`config.mk`:
```
export PLATFORM = sky130hd
export DESIGN_NAME = exu_rv
export DESIGN_NICKNAME = d
export VERILOG_FILES = /design/src/rtl/exu_pkg.sv /design/src/rtl/exu_regfile.sv /design/src/rtl/exu_rv.sv
export SDC_FILE = /design/constraint.sdc
export NUM_CORES = 2
export LEC_CHECK = 0
export BUFFER_PORTS_ARGS = -buffer_cell sky130_fd_sc_hd__clkbuf_2
export CELL_PAD_IN_SITES_DETAIL_PLACEMENT = 1
export CELL_PAD_IN_SITES_GLOBAL_PLACEMENT = 2
export CORE_MARGIN = 2
export CORE_UTILIZATION = 26
export CTS_CLUSTER_DIAMETER = 30
export CTS_CLUSTER_SIZE = 14
export DETAILED_ROUTE_END_ITERATION = 8
export GPL_ROUTABILITY_DRIVEN = 0
export PLACE_DENSITY_LB_ADDON = 0.1
export RECOVER_POWER = 100
export SLEW_MARGIN = 20
export SYNTH_ARGS = -nofsm -noshare
export SYNTH_HDL_FRONTEND = slang
export SYNTH_SLANG_ARGS = --single-unit
```
`constraint.sdc`:
```
create_clock -name clk -period 86.8 [get_ports clk]
set_input_delay 21.7 -clock clk [delete_from_list [all_inputs] [get_ports clk]]
set_output_delay 21.7 -clock clk [all_outputs]
set_load 0.02 [all_outputs]
```
`src/rtl/exu_pkg.sv`:
```
// Shared decode constants, ALU operation encoding, immediate extractors and
// the response payload type for the RV32I execution unit.
package exu_pkg;

  localparam logic [6:0] OPC_LUI    = 7'b0110111;
  localparam logic [6:0] OPC_AUIPC  = 7'b0010111;
  localparam logic [6:0] OPC_JAL    = 7'b1101111;
  localparam logic [6:0] OPC_JALR   = 7'b1100111;
  localparam logic [6:0] OPC_BRANCH = 7'b1100011;
  localparam logic [6:0] OPC_OP_IMM = 7'b0010011;
  localparam logic [6:0] OPC_OP     = 7'b0110011;
  localparam logic [6:0] OPC_FENCE  = 7'b0001111;

  localparam logic [2:0] F3_BEQ  = 3'b000;
  localparam logic [2:0] F3_BNE  = 3'b001;
  localparam logic [2:0] F3_BLT  = 3'b100;
  localparam logic [2:0] F3_BGE  = 3'b101;
  localparam logic [2:0] F3_BLTU = 3'b110;
  localparam logic [2:0] F3_BGEU = 3'b111;

  typedef enum logic [3:0] {
    ALU_ADD, ALU_SUB, ALU_SLL, ALU_SLT, ALU_SLTU,
    ALU_XOR, ALU_SRL, ALU_SRA, ALU_OR, ALU_AND
  } alu_op_e;

  typedef struct packed {
    logic        taken;
    logic [31:0] offset;
    logic        ill;
  } exu_rsp_t;

  function automatic logic [31:0] imm_i(input logic [31:0] ir);
    return {{20{ir[31]}}, ir[31:20]};
  endfunction

  function automatic logic [31:0] imm_s(input logic [31:0] ir);
    return {{20{ir[31]}}, ir[31:25], ir[11:7]};
  endfunction

  function automatic logic [31:0] imm_b(input logic [31:0] ir);
    return {{19{ir[31]}}, ir[31], ir[7], ir[30:25], ir[11:8], 1'b0};
  endfunction

  function automatic logic [31:0] imm_u(input logic [31:0] ir);
    return {ir[31:12], 12'h000};
  endfunction

  function automatic logic [31:0] imm_j(input logic [31:0] ir);
    return {{11{ir[31]}}, ir[31], ir[19:12], ir[20], ir[30:21], 1'b0};
  endfunction

endpackage

```
`src/rtl/exu_regfile.sv`:
```
// Architectural register file: two combinational read ports, one write port,
// x0 reads as zero and ignores writes.
module exu_regfile import exu_pkg::*; #(
  parameter int DW   = 32,
  parameter int NREG = 32,
  parameter int RIW  = (NREG > 1) ? $clog2(NREG) : 1
) (
  input  logic           clk,
  input  logic           rst,
  input  logic [RIW-1:0] ra1,
  input  logic [RIW-1:0] ra2,
  output logic [DW-1:0]  rd1,
  output logic [DW-1:0]  rd2,
  input  logic           we,
  input  logic [RIW-1:0] wa,
  input  logic [DW-1:0]  wd
);

  logic [DW-1:0] regs_q [NREG];

  // Register array write; reset clears every entry asynchronously.
  always_ff @(posedge clk or posedge rst) begin
    if (rst) begin
      for (int i = 0; i < NREG; i++) begin
        regs_q[i] <= '0;
      end
    end else if (we && (wa != '0)) begin
      regs_q[wa] <= wd;
    end
  end

  assign rd1 = (ra1 == '0) ? '0 : regs_q[ra1];
  assign rd2 = (ra2 == '0) ? '0 : regs_q[ra2];

endmodule

```
`src/rtl/exu_rv.sv`:
```
// RV32I execution unit: decodes one instruction per handshake, executes it
// against the register file and returns a registered branch-resolution response.
module exu_rv import exu_pkg::*; #(
  parameter int DW   = 32,
  parameter int AW   = 32,
  parameter int NREG = 32
) (
  input  logic          clk,
  input  logic          rst,
  input  logic          req_vld,
  output logic          req_rdy,
  input  logic [31:0]   req_ir,
  input  logic [AW-1:0] req_pc,
  output logic          rsp_vld,
  input  logic          rsp_rdy,
  output logic          rsp_taken,
  output logic [AW-1:0] rsp_offset,
  output logic          rsp_ill
);

  localparam int         RIW    = (NREG > 1) ? $clog2(NREG) : 1;
  localparam logic [5:0] NREG_L = 6'(NREG);

  logic [6:0]    opcode, funct7;
  logic [4:0]    rd_idx, rs1_idx, rs2_idx;
  logic [2:0]    funct3;
  logic [DW-1:0] rs1_val, rs2_val, imm_i_v, imm_b_v, imm_u_v, imm_j_v;
  logic [DW-1:0] pc_ext, alu_a, alu_b, alu_res, jalr_sum;
  logic          use_rs1, use_rs2, use_rd, is_jal, is_jalr, is_branch, ill_op;
  alu_op_e       alu_op;
  logic          br_eq, br_lt, br_ltu, br_taken;
  logic          xfer_taken, misalign, bad_idx, ill, accept, rf_we;
  logic [AW-1:0] xfer_off, xfer_tgt;
  exu_rsp_t      rsp_new, rsp_d, rsp_q;
  logic          rsp_vld_d, rsp_vld_q;

  assign opcode  = req_ir[6:0];
  assign rd_idx  = req_ir[11:7];
  assign funct3  = req_ir[14:12];
  assign rs1_idx = req_ir[19:15];
  assign rs2_idx = req_ir[24:20];
  assign funct7  = req_ir[31:25];
  assign imm_i_v = imm_i(req_ir);
  assign imm_b_v = imm_b(req_ir);
  assign imm_u_v = imm_u(req_ir);
  assign imm_j_v = imm_j(req_ir);
  assign pc_ext  = DW'(req_pc);

  exu_regfile #(.DW(DW), .NREG(NREG), .RIW(RIW)) u_rf (
    .clk (clk),
    .rst (rst),
    .ra1 (rs1_idx[RIW-1:0]),
    .ra2 (rs2_idx[RIW-1:0]),
    .rd1 (rs1_val),
    .rd2 (rs2_val),
    .we  (rf_we),
    .wa  (rd_idx[RIW-1:0]),
    .wd  (alu_res)
  );

  // Instruction decode: operand selection, ALU operation and legality.
  always_comb begin
    use_rs1   = 1'b0;
    use_rs2   = 1'b0;
    use_rd    = 1'b0;
    is_jal    = 1'b0;
    is_jalr   = 1'b0;
    is_branch = 1'b0;
    ill_op    = 1'b0;
    alu_op    = ALU_ADD;
    alu_a     = rs1_val;
    alu_b     = rs2_val;
    case (opcode)
      OPC_LUI: begin
        use_rd = 1'b1;
        alu_a  = '0;
        alu_b  = imm_u_v;
      end
      OPC_AUIPC: begin
        use_rd = 1'b1;
        alu_a  = pc_ext;
        alu_b  = imm_u_v;
      end
      OPC_JAL: begin
        use_rd = 1'b1;
        is_jal = 1'b1;
        alu_a  = pc_ext;
        alu_b  = DW'(32'd4);
      end
      OPC_JALR: begin
        use_rd  = 1'b1;
        use_rs1 = 1'b1;
        is_jalr = 1'b1;
        alu_a   = pc_ext;
        alu_b   = DW'(32'd4);
        ill_op  = (funct3 != 3'b000);
      end
      OPC_BRANCH: begin
        use_rs1   = 1'b1;
        use_rs2   = 1'b1;
        is_branch = 1'b1;
        ill_op    = (funct3 == 3'b010) || (funct3 == 3'b011);
      end
      OPC_OP_IMM, OPC_OP: begin
        use_rd  = 1'b1;
        use_rs1 = 1'b1;
        if (opcode == OPC_OP) begin
          use_rs2 = 1'b1;
          ill_op  = !((funct7 == 7'b0000000) ||
                      ((funct7 == 7'b0100000) && ((funct3 == 3'b000) || (funct3 == 3'b101))));
        end else begin
          alu_b = imm_i_v;
        end
        case (funct3)
          3'b000:  alu_op = ((opcode == OPC_OP) && req_ir[30]) ? ALU_SUB : ALU_ADD;
          3'b001:  alu_op = ALU_SLL;
          3'b010:  alu_op = ALU_SLT;
          3'b011:  alu_op = ALU_SLTU;
          3'b100:  alu_op = ALU_XOR;
          3'b101:  alu_op = req_ir[30] ? ALU_SRA : ALU_SRL;
          3'b110:  alu_op = ALU_OR;
          3'b111:  alu_op = ALU_AND;
          default: alu_op = ALU_ADD;
        endcase
      end
      OPC_FENCE: begin
        use_rd = 1'b0;
      end
      default: begin
        ill_op = 1'b1;
      end
    endcase
  end

  // Integer ALU; shift amounts use only the low five bits.
  always_comb begin
    case (alu_op)
      ALU_ADD:  alu_res = alu_a + alu_b;
      ALU_SUB:  alu_res = alu_a - alu_b;
      ALU_SLL:  alu_res = alu_a << alu_b[4:0];
      ALU_SLT:  alu_res = ($signed(alu_a) < $signed(alu_b)) ? DW'(32'd1) : '0;
      ALU_SLTU: alu_res = (alu_a < alu_b) ? DW'(32'd1) : '0;
      ALU_XOR:  alu_res = alu_a ^ alu_b;
      ALU_SRL:  alu_res = alu_a >> alu_b[4:0];
      ALU_SRA:  alu_res = $signed(alu_a) >>> alu_b[4:0];
      ALU_OR:   alu_res = alu_a | alu_b;
      ALU_AND:  alu_res = alu_a & alu_b;
      default:  alu_res = alu_a + alu_b;
    endcase
  end

  assign br_eq  = (rs1_val == rs2_val);
  assign br_lt  = ($signed(rs1_val) < $signed(rs2_val));
  assign br_ltu = (rs1_val < rs2_val);

  // Branch condition evaluation.
  always_comb begin
    case (funct3)
      F3_BEQ:  br_taken = br_eq;
      F3_BNE:  br_taken = !br_eq;
      F3_BLT:  br_taken = br_lt;
      F3_BGE:  br_taken = !br_lt;
      F3_BLTU: br_taken = br_ltu;
      F3_BGEU: br_taken = !br_ltu;
      default: br_taken = 1'b0;
    endcase
  end

  assign jalr_sum = rs1_val + imm_i_v;

  // Control-transfer resolution; offset is next-PC minus the request PC.
  always_comb begin
    xfer_taken = 1'b0;
    xfer_off   = AW'(32'd4);
    if (is_jal) begin
      xfer_taken = 1'b1;
      xfer_off   = imm_j_v[AW-1:0];
    end else if (is_jalr) begin
      xfer_taken = 1'b1;
      xfer_off   = {jalr_sum[AW-1:1], 1'b0} - req_pc;
    end else if (is_branch && br_taken) begin
      xfer_taken = 1'b1;
      xfer_off   = imm_b_v[AW-1:0];
    end else begin
      xfer_taken = 1'b0;
      xfer_off   = AW'(32'd4);
    end
  end

  assign xfer_tgt = req_pc + xfer_off;
  assign misalign = xfer_taken & xfer_tgt[1];
  assign bad_idx  = (use_rs1 && ({1'b0, rs1_idx} >= NREG_L)) ||
                    (use_rs2 && ({1'b0, rs2_idx} >= NREG_L)) ||
                    (use_rd  && ({1'b0, rd_idx}  >= NREG_L));
  assign ill      = ill_op | bad_idx | misalign;

  assign req_rdy = ~rsp_vld_q | rsp_rdy;
  assign accept  = req_vld & req_rdy;
  assign rf_we   = accept & use_rd & ~ill;

  // Response payload and output-stage next state.
  always_comb begin
    rsp_new.taken  = xfer_taken & ~ill;
    rsp_new.offset = ill ? 32'd4 : 32'(xfer_off);
    rsp_new.ill    = ill;
    rsp_vld_d      = rsp_vld_q;
    rsp_d          = rsp_q;
    if (accept) begin
      rsp_vld_d = 1'b1;
      rsp_d     = rsp_new;
    end else if (rsp_rdy) begin
      rsp_vld_d = 1'b0;
    end else begin
      rsp_vld_d = rsp_vld_q;
    end
  end

  // Output-stage registers.
  always_ff @(posedge clk or posedge rst) begin
    if (rst) begin
      rsp_vld_q <= 1'b0;
      rsp_q     <= '0;
    end else begin
      rsp_vld_q <= rsp_vld_d;
      rsp_q     <= rsp_d;
    end
  end

  assign rsp_vld    = rsp_vld_q;
  assign rsp_taken  = rsp_q.taken;
  assign rsp_offset = rsp_q.offset[AW-1:0];
  assign rsp_ill    = rsp_q.ill;

endmodule

```
After elaboration in Yosys (flattened, before gate mapping):

Index checks and enable logic that the tools add are counted.

* register bits: 1059
* bits in latches: 0
* memory bits (writable): 0
* bits in read-only memories: 0
* input bits: 68
* output and inout bits: 36
* logic and storage cells: 155
* memories kept: 0

* add/subtract/negate cells: 5
* multipliers: 0
* div/mod/pow operators: 0
* magnitude comparators: 8
* equality and inequality tests: 26
* shift operators: 3
* mux-type cells: 37
* bitwise logic cells: 15
* reductions and logical operators: 25

Operators by type and width (number)
* bitwise mux 1024 bit: 1
* two-way mux 32 bit: 12
* binary-select mux 32 bit (select 5 bit): 2
* one-hot mux 32 bit (9 select lines): 1
* demux 32 bit (select 5 bit): 1
* < comparator 32 bit: 4
* one-hot mux 32 bit (3 select lines): 1
* adder 32 bit: 2
* one-hot mux 32 bit (2 select lines): 1
* subtractor 32 bit: 2
* AND 32 bit: 1
* == test 32 bit: 1
* OR 32 bit: 1
* one-hot mux 4 bit (8 select lines): 1
* << shifter 32 x 5 -> 32 bit: 1
* >> shifter 32 x 5 -> 32 bit: 1
* >>> shifter 32 x 5 -> 32 bit: 1
* XOR 32 bit: 1
* == test 7 x 6 -> 1 bit (second input constant): 3
* == test 7 bit (second input constant): 3
* >= comparator 6 bit (second input constant): 3
* NOT 5 -> 6 bit: 3
* == test 4 x 3 -> 1 bit (second input constant): 4
* == test 7 x 5 -> 1 bit (second input constant): 2
* other kinds (29): 66

Longest topological paths before layout:

* depth in word-level cells: 18
* mapped depth: 38
* gate-level depth less buffers: 31

Cells and area by module:

Synthesis repeated with hierarchy kept, for this count alone.

* cell total of the unflattened synthesis: 5928
* area, all modules: 70206.1 sq um

By module, submodules not included
* exu_regfile: times used 1, cells an instance 3613, area each 54865.1 sq um, seq. area each 25624.6 sq um
* exu_rv: times used 1, cells an instance 2315, area each 15341.0 sq um, seq. area each 875.8 sq um

Worst setup path after synthesis:

No wires, ideal clock.

* path type: input-to-output
* start: in rsp_rdy
* end: out req_rdy
* data arrival time: 21.943 ns
* required time: 65.100 ns
* slack: 43.157 ns
* cell stages on the path: 1
* path buffers: 0
* path through: nand2b_1

* word-level cells in the longest chain between the ends: 1

RTL lines
* start, declared: RTL line exu_rv.sv:15 `input logic rsp_rdy,`
* OR 1 bit: RTL line exu_rv.sv:197 `assign req_rdy = ~rsp_vld_q | rsp_rdy;`
* end, declared: RTL line exu_rv.sv:11 `output logic req_rdy,`

No other way between the ends.

Worst setup path after layout:

Ends and elaborated chain as after synthesis.

==> impl_metrics.toml <==
[worst_setup_path]
path_buf_inv = 2
critPathKind = "input port to output pin"
rrSetupSlack_ns = 77.05
critPathSlowestCell = "clkbuf_1"
reg2reg_depth = 21
crit_family = "buffers and inverters"
worstReg2RegStart = "u_rf.regs_q[706]"
worstSetupEndpointType = "output pin"
worstPathCellList = "clkbuf_1, nand2b_1, clkbuf_1"
slowest_delay_ns = 0.29
worstPathArrival_ns = 22.30
worstReg2RegEnd = "u_rf.regs_q[571]"
path_max_fanout = 4
worstSetupStartpointType = "input port"
critPathRequiredTime_ns = 65.10
cp_common_cell = "clkbuf_1"

[synthesis]
yosys_warnings = 0
yosysSeqAreaShare_pct = 39.1
synth_top_area_share_pct = 39.1
synthesis.area_um2 = 67800
syn_inst = 6924
synth.top_cells.by_area = "dfrtp_1, mux4_2, o21ai_0, nand2_1, ha_1"
synth_seq_cells = 1059
synth_edf_count = 0
synth_ff_type = "dfrtp_1"
synth_nets = 7185
synthArstFlopShare_pct = 100
synth.avg_cell_area_um2 = 9.80
yosys.area.top_type = "dfrtp_1"
yosysUniqueCellTypes = 102

[placed_design]
post-dp-hpwl_um = 219000
port_buffers = 103
place_ws_ns = 42.88

[hold_path]
hp-class = "flip-flop to flip-flop"
hp-start = "u_rf.regs_q[1009]"
whs_path_depth = 0
min_to = "u_rf.regs_q[1009]"

[timing]
slew-limit-headroom_pct = -421
hold_viol = 0
slew_viol_final = 2274
grt_setup_unrepaired = "no"
fmax_mhz = 22.7
period_share_pct = 50.7
tns_ns = 0
setup_viol = 0
tightest_slew_ns = 7.81
skew_ns = 0.0594
whs_ns = 0.392
worst_slack_ns = 42.80
fin_crit_ns = 44.00

[clock_tree]
cts_tree = "done"
clkSinkCount = 1059
path_clk_slew_ns = 0.04
ctsResizeCount = 0
cts_made_buffers = 349
holdBufCountCts = 0
clk_path_buf_depth = 4
cts-root-buf = "clkbuf_16"
htreeDepth = 5
clk_latency_ns = 0.88
cts_setup_buffers = 0

[global_route]
globalRouteTotalUtil_pct = 25.4
overflow = 0
first_global_vias = 61400
grt_pass1_wl_um = 484000
antenna_found_initial = 15
grt_max_degree = 138

[detailed_routing]
drc = 0
first_pass_iters = 5
ant_nets = 0
drt-initial-drc-count = 4071
vias = 58200
wl_per_cell_um = 32.1
via_per_inst = 5.50
drt-total-wl_um = 339000

[power_and_ir_drop]
powerDensity_nw_per_um2 = 23.6
peakVddDrop_mv = 0.0171
swShare_pct = 26.2
internal_power_uw = 1450
p_leak_uw = 0.0352
p_seq_share_pct = 25.3
pwr-share-clk_pct = 64.2
power_frac_comb_pct = 10.5
p_switching_uw = 514

[final_layout]
layout-drive-gt1-share_pct = 19.7
syn_to_final_growth_pct = 22.8
nets = 7160

[die]
core.rowCount = 187
pin_count = 104
core_area_um2 = 259000
die_x_um = 515
design.die.area_um2 = 265000
die_y_um = 515
initial_core_util_pct = 26.1

[run]
max-cap-violations = 52

[status]
status = "finished with violations"
violations = "capacitance limit, slew limit"
==> cells by family after synthesis <==
logic type	Yosys count	synth area share [%]
buffers and inverters	840	5.26
and+or+nand+nor	1926	12.0
DFF	1059	39.1
adders and majority gates	193	3.60
AOI/OAI and AO/OA	2081	18.8
muxes	743	20.2
xor gates and xnor gates	82	1.06
==> cell usage after synthesis, drive strengths merged, types with 10 or more instances <==
library cell	count
dfrtp	1059
and3	19
a2111o	33
clkbuf	504
ha	189
nor2	211
nand3	134
mux2i	199
o21bai	27
a22oi	67
nand2	1281
a2111oi	15
o311ai	13
a32oi	13
o21ai	1171
mux2	51
nand4	51
inv	175
nand2b	20
o22a	33
a311oi	10
a221oi	15
or3	29
o31ai	29
a22o	54
a211oi	30
a31oi	35
a32o	22
nor2b	25
nor4	20
xnor2	60
and2	25
or2	14
xor2	22
o22ai	53
mux4	493
o211ai	64
a21o	67
a21oi	197
o21a	18
a221o	23
nor3	62
buf	158
==> sequential cells by signal, indices dropped and copies added (netlist names) <==
register / cells
rsp_offset: 32
rsp_vld: 1
rsp_ill: 1
rsp_taken: 1
u_rf.regs_q: 1024
==> worst max-delay path by stage <==
stage	depth (start not counted)	end	slack, ns	startpoint
finish	3	req_rdy	42.80	rsp_rdy
floorplan	1	rsp_ill	35.29	rst
detailed placement	3	req_rdy	42.88	rsp_rdy
global placement	3	req_rdy	42.86	rsp_rdy
global route	3	req_rdy	42.78	rsp_rdy
CTS	3	req_rdy	42.88	rsp_rdy
==> routing by layer <==
| layer | track usage, % | share of wire (%) | up-vias |
|---|---|---|---|
| met5 | 0 | 0.0065 | - |
| met4 | 6.08 | 2.5 | 4 |
| met3 | 3.21 | 4.0 | 447 |
| met2 | 41.6 | 47 | 1411 |
| met1 | 35.4 | 47 | 30800 |
| li1 | - | - | 25500 |
==> worst register-to-register path, stage by stage, from the launching register on <==
cell	delay (ns)
dfrtp_1	0.38
mux4_2	0.49
mux4_2	0.56
nor2_1	0.87
a2111o_1	0.34
nand2_2	0.35
buf_4	0.41
inv_2	0.26
ha_1	0.23
o21bai_1	0.21
a211oi_1	0.17
o21ai_0	0.42
a211oi_1	0.26
o31ai_1	0.32
clkbuf_1	0.30
a311oi_1	0.31
o31ai_1	0.60
a2111oi_0	0.21
a41o_1	0.24
a2111oi_0	1.15
clkbuf_1	1.18
o21ai_0	0.29
==> cell usage in the layout (no fill, tap or decap), types with 28 or more instances in the layout <==
cell,netlist,layout
a22o_1,54,54
buf_4,30,135
nand2_1,1280,1248
nand3_1,133,133
inv_1,169,167
clkbuf_8,0,78
o21ai_0,1140,1156
mux2i_1,199,199
clkbuf_1,496,147
nor3_1,61,57
mux2_2,50,50
a2111o_1,33,33
nor2_1,211,208
o22a_1,33,33
xnor2_1,60,60
a22oi_1,67,67
clkbuf_16,0,354
clkinv_2,0,77
a211oi_1,30,30
dfrtp_1,1059,1059
o22ai_1,52,52
ha_1,189,189
mux4_2,488,488
or3_1,28,28
clkbuf_2,8,58
nand2_4,0,30
a21o_1,67,67
nand4_1,51,51
bufinv_16,0,32
a21oi_1,197,194
a31oi_1,35,34
o211ai_1,64,64
==> through the flow <==
step,total power (uW),std cells,cell area (um^2),utilization (%)
floorplan,630,6924,67800,-
global placement,712,9950,71900,27.7
detailed placement,711,9950,71900,27.7
CTS,1990,10600,83700,32.3
global route,2030,10600,83300,32.1
finish,1960,10600,83300,32.1
==> layout make-up <==
cell class | count | area, um^2
clock inverter | 133 | 1680
inverter | 178 | 674
tap | 3402 | 4260
timing repair buffer | 286 | 1750
antenna | 10 | 25.0
sequential | 1059 | 26500
clock buffer | 493 | 10200
fill | 28700 | 176000
multi-input combinational | 5025 | 38200
==> power by group through the flow <==
| stage | sequential, uW | combinational [uW] | clock [uW] |
|---|---|---|---|
| finish | 497 | 205 | 1260 |
| global route | 497 | 220 | 1310 |
| CTS | 497 | 208 | 1280 |
| detailed placement | 504 | 208 | 0 |
| global placement | 504 | 208 | 0 |
| floorplan | 504 | 126 | 0 |
No activity file was read; power rests on OpenSTA's default activity.
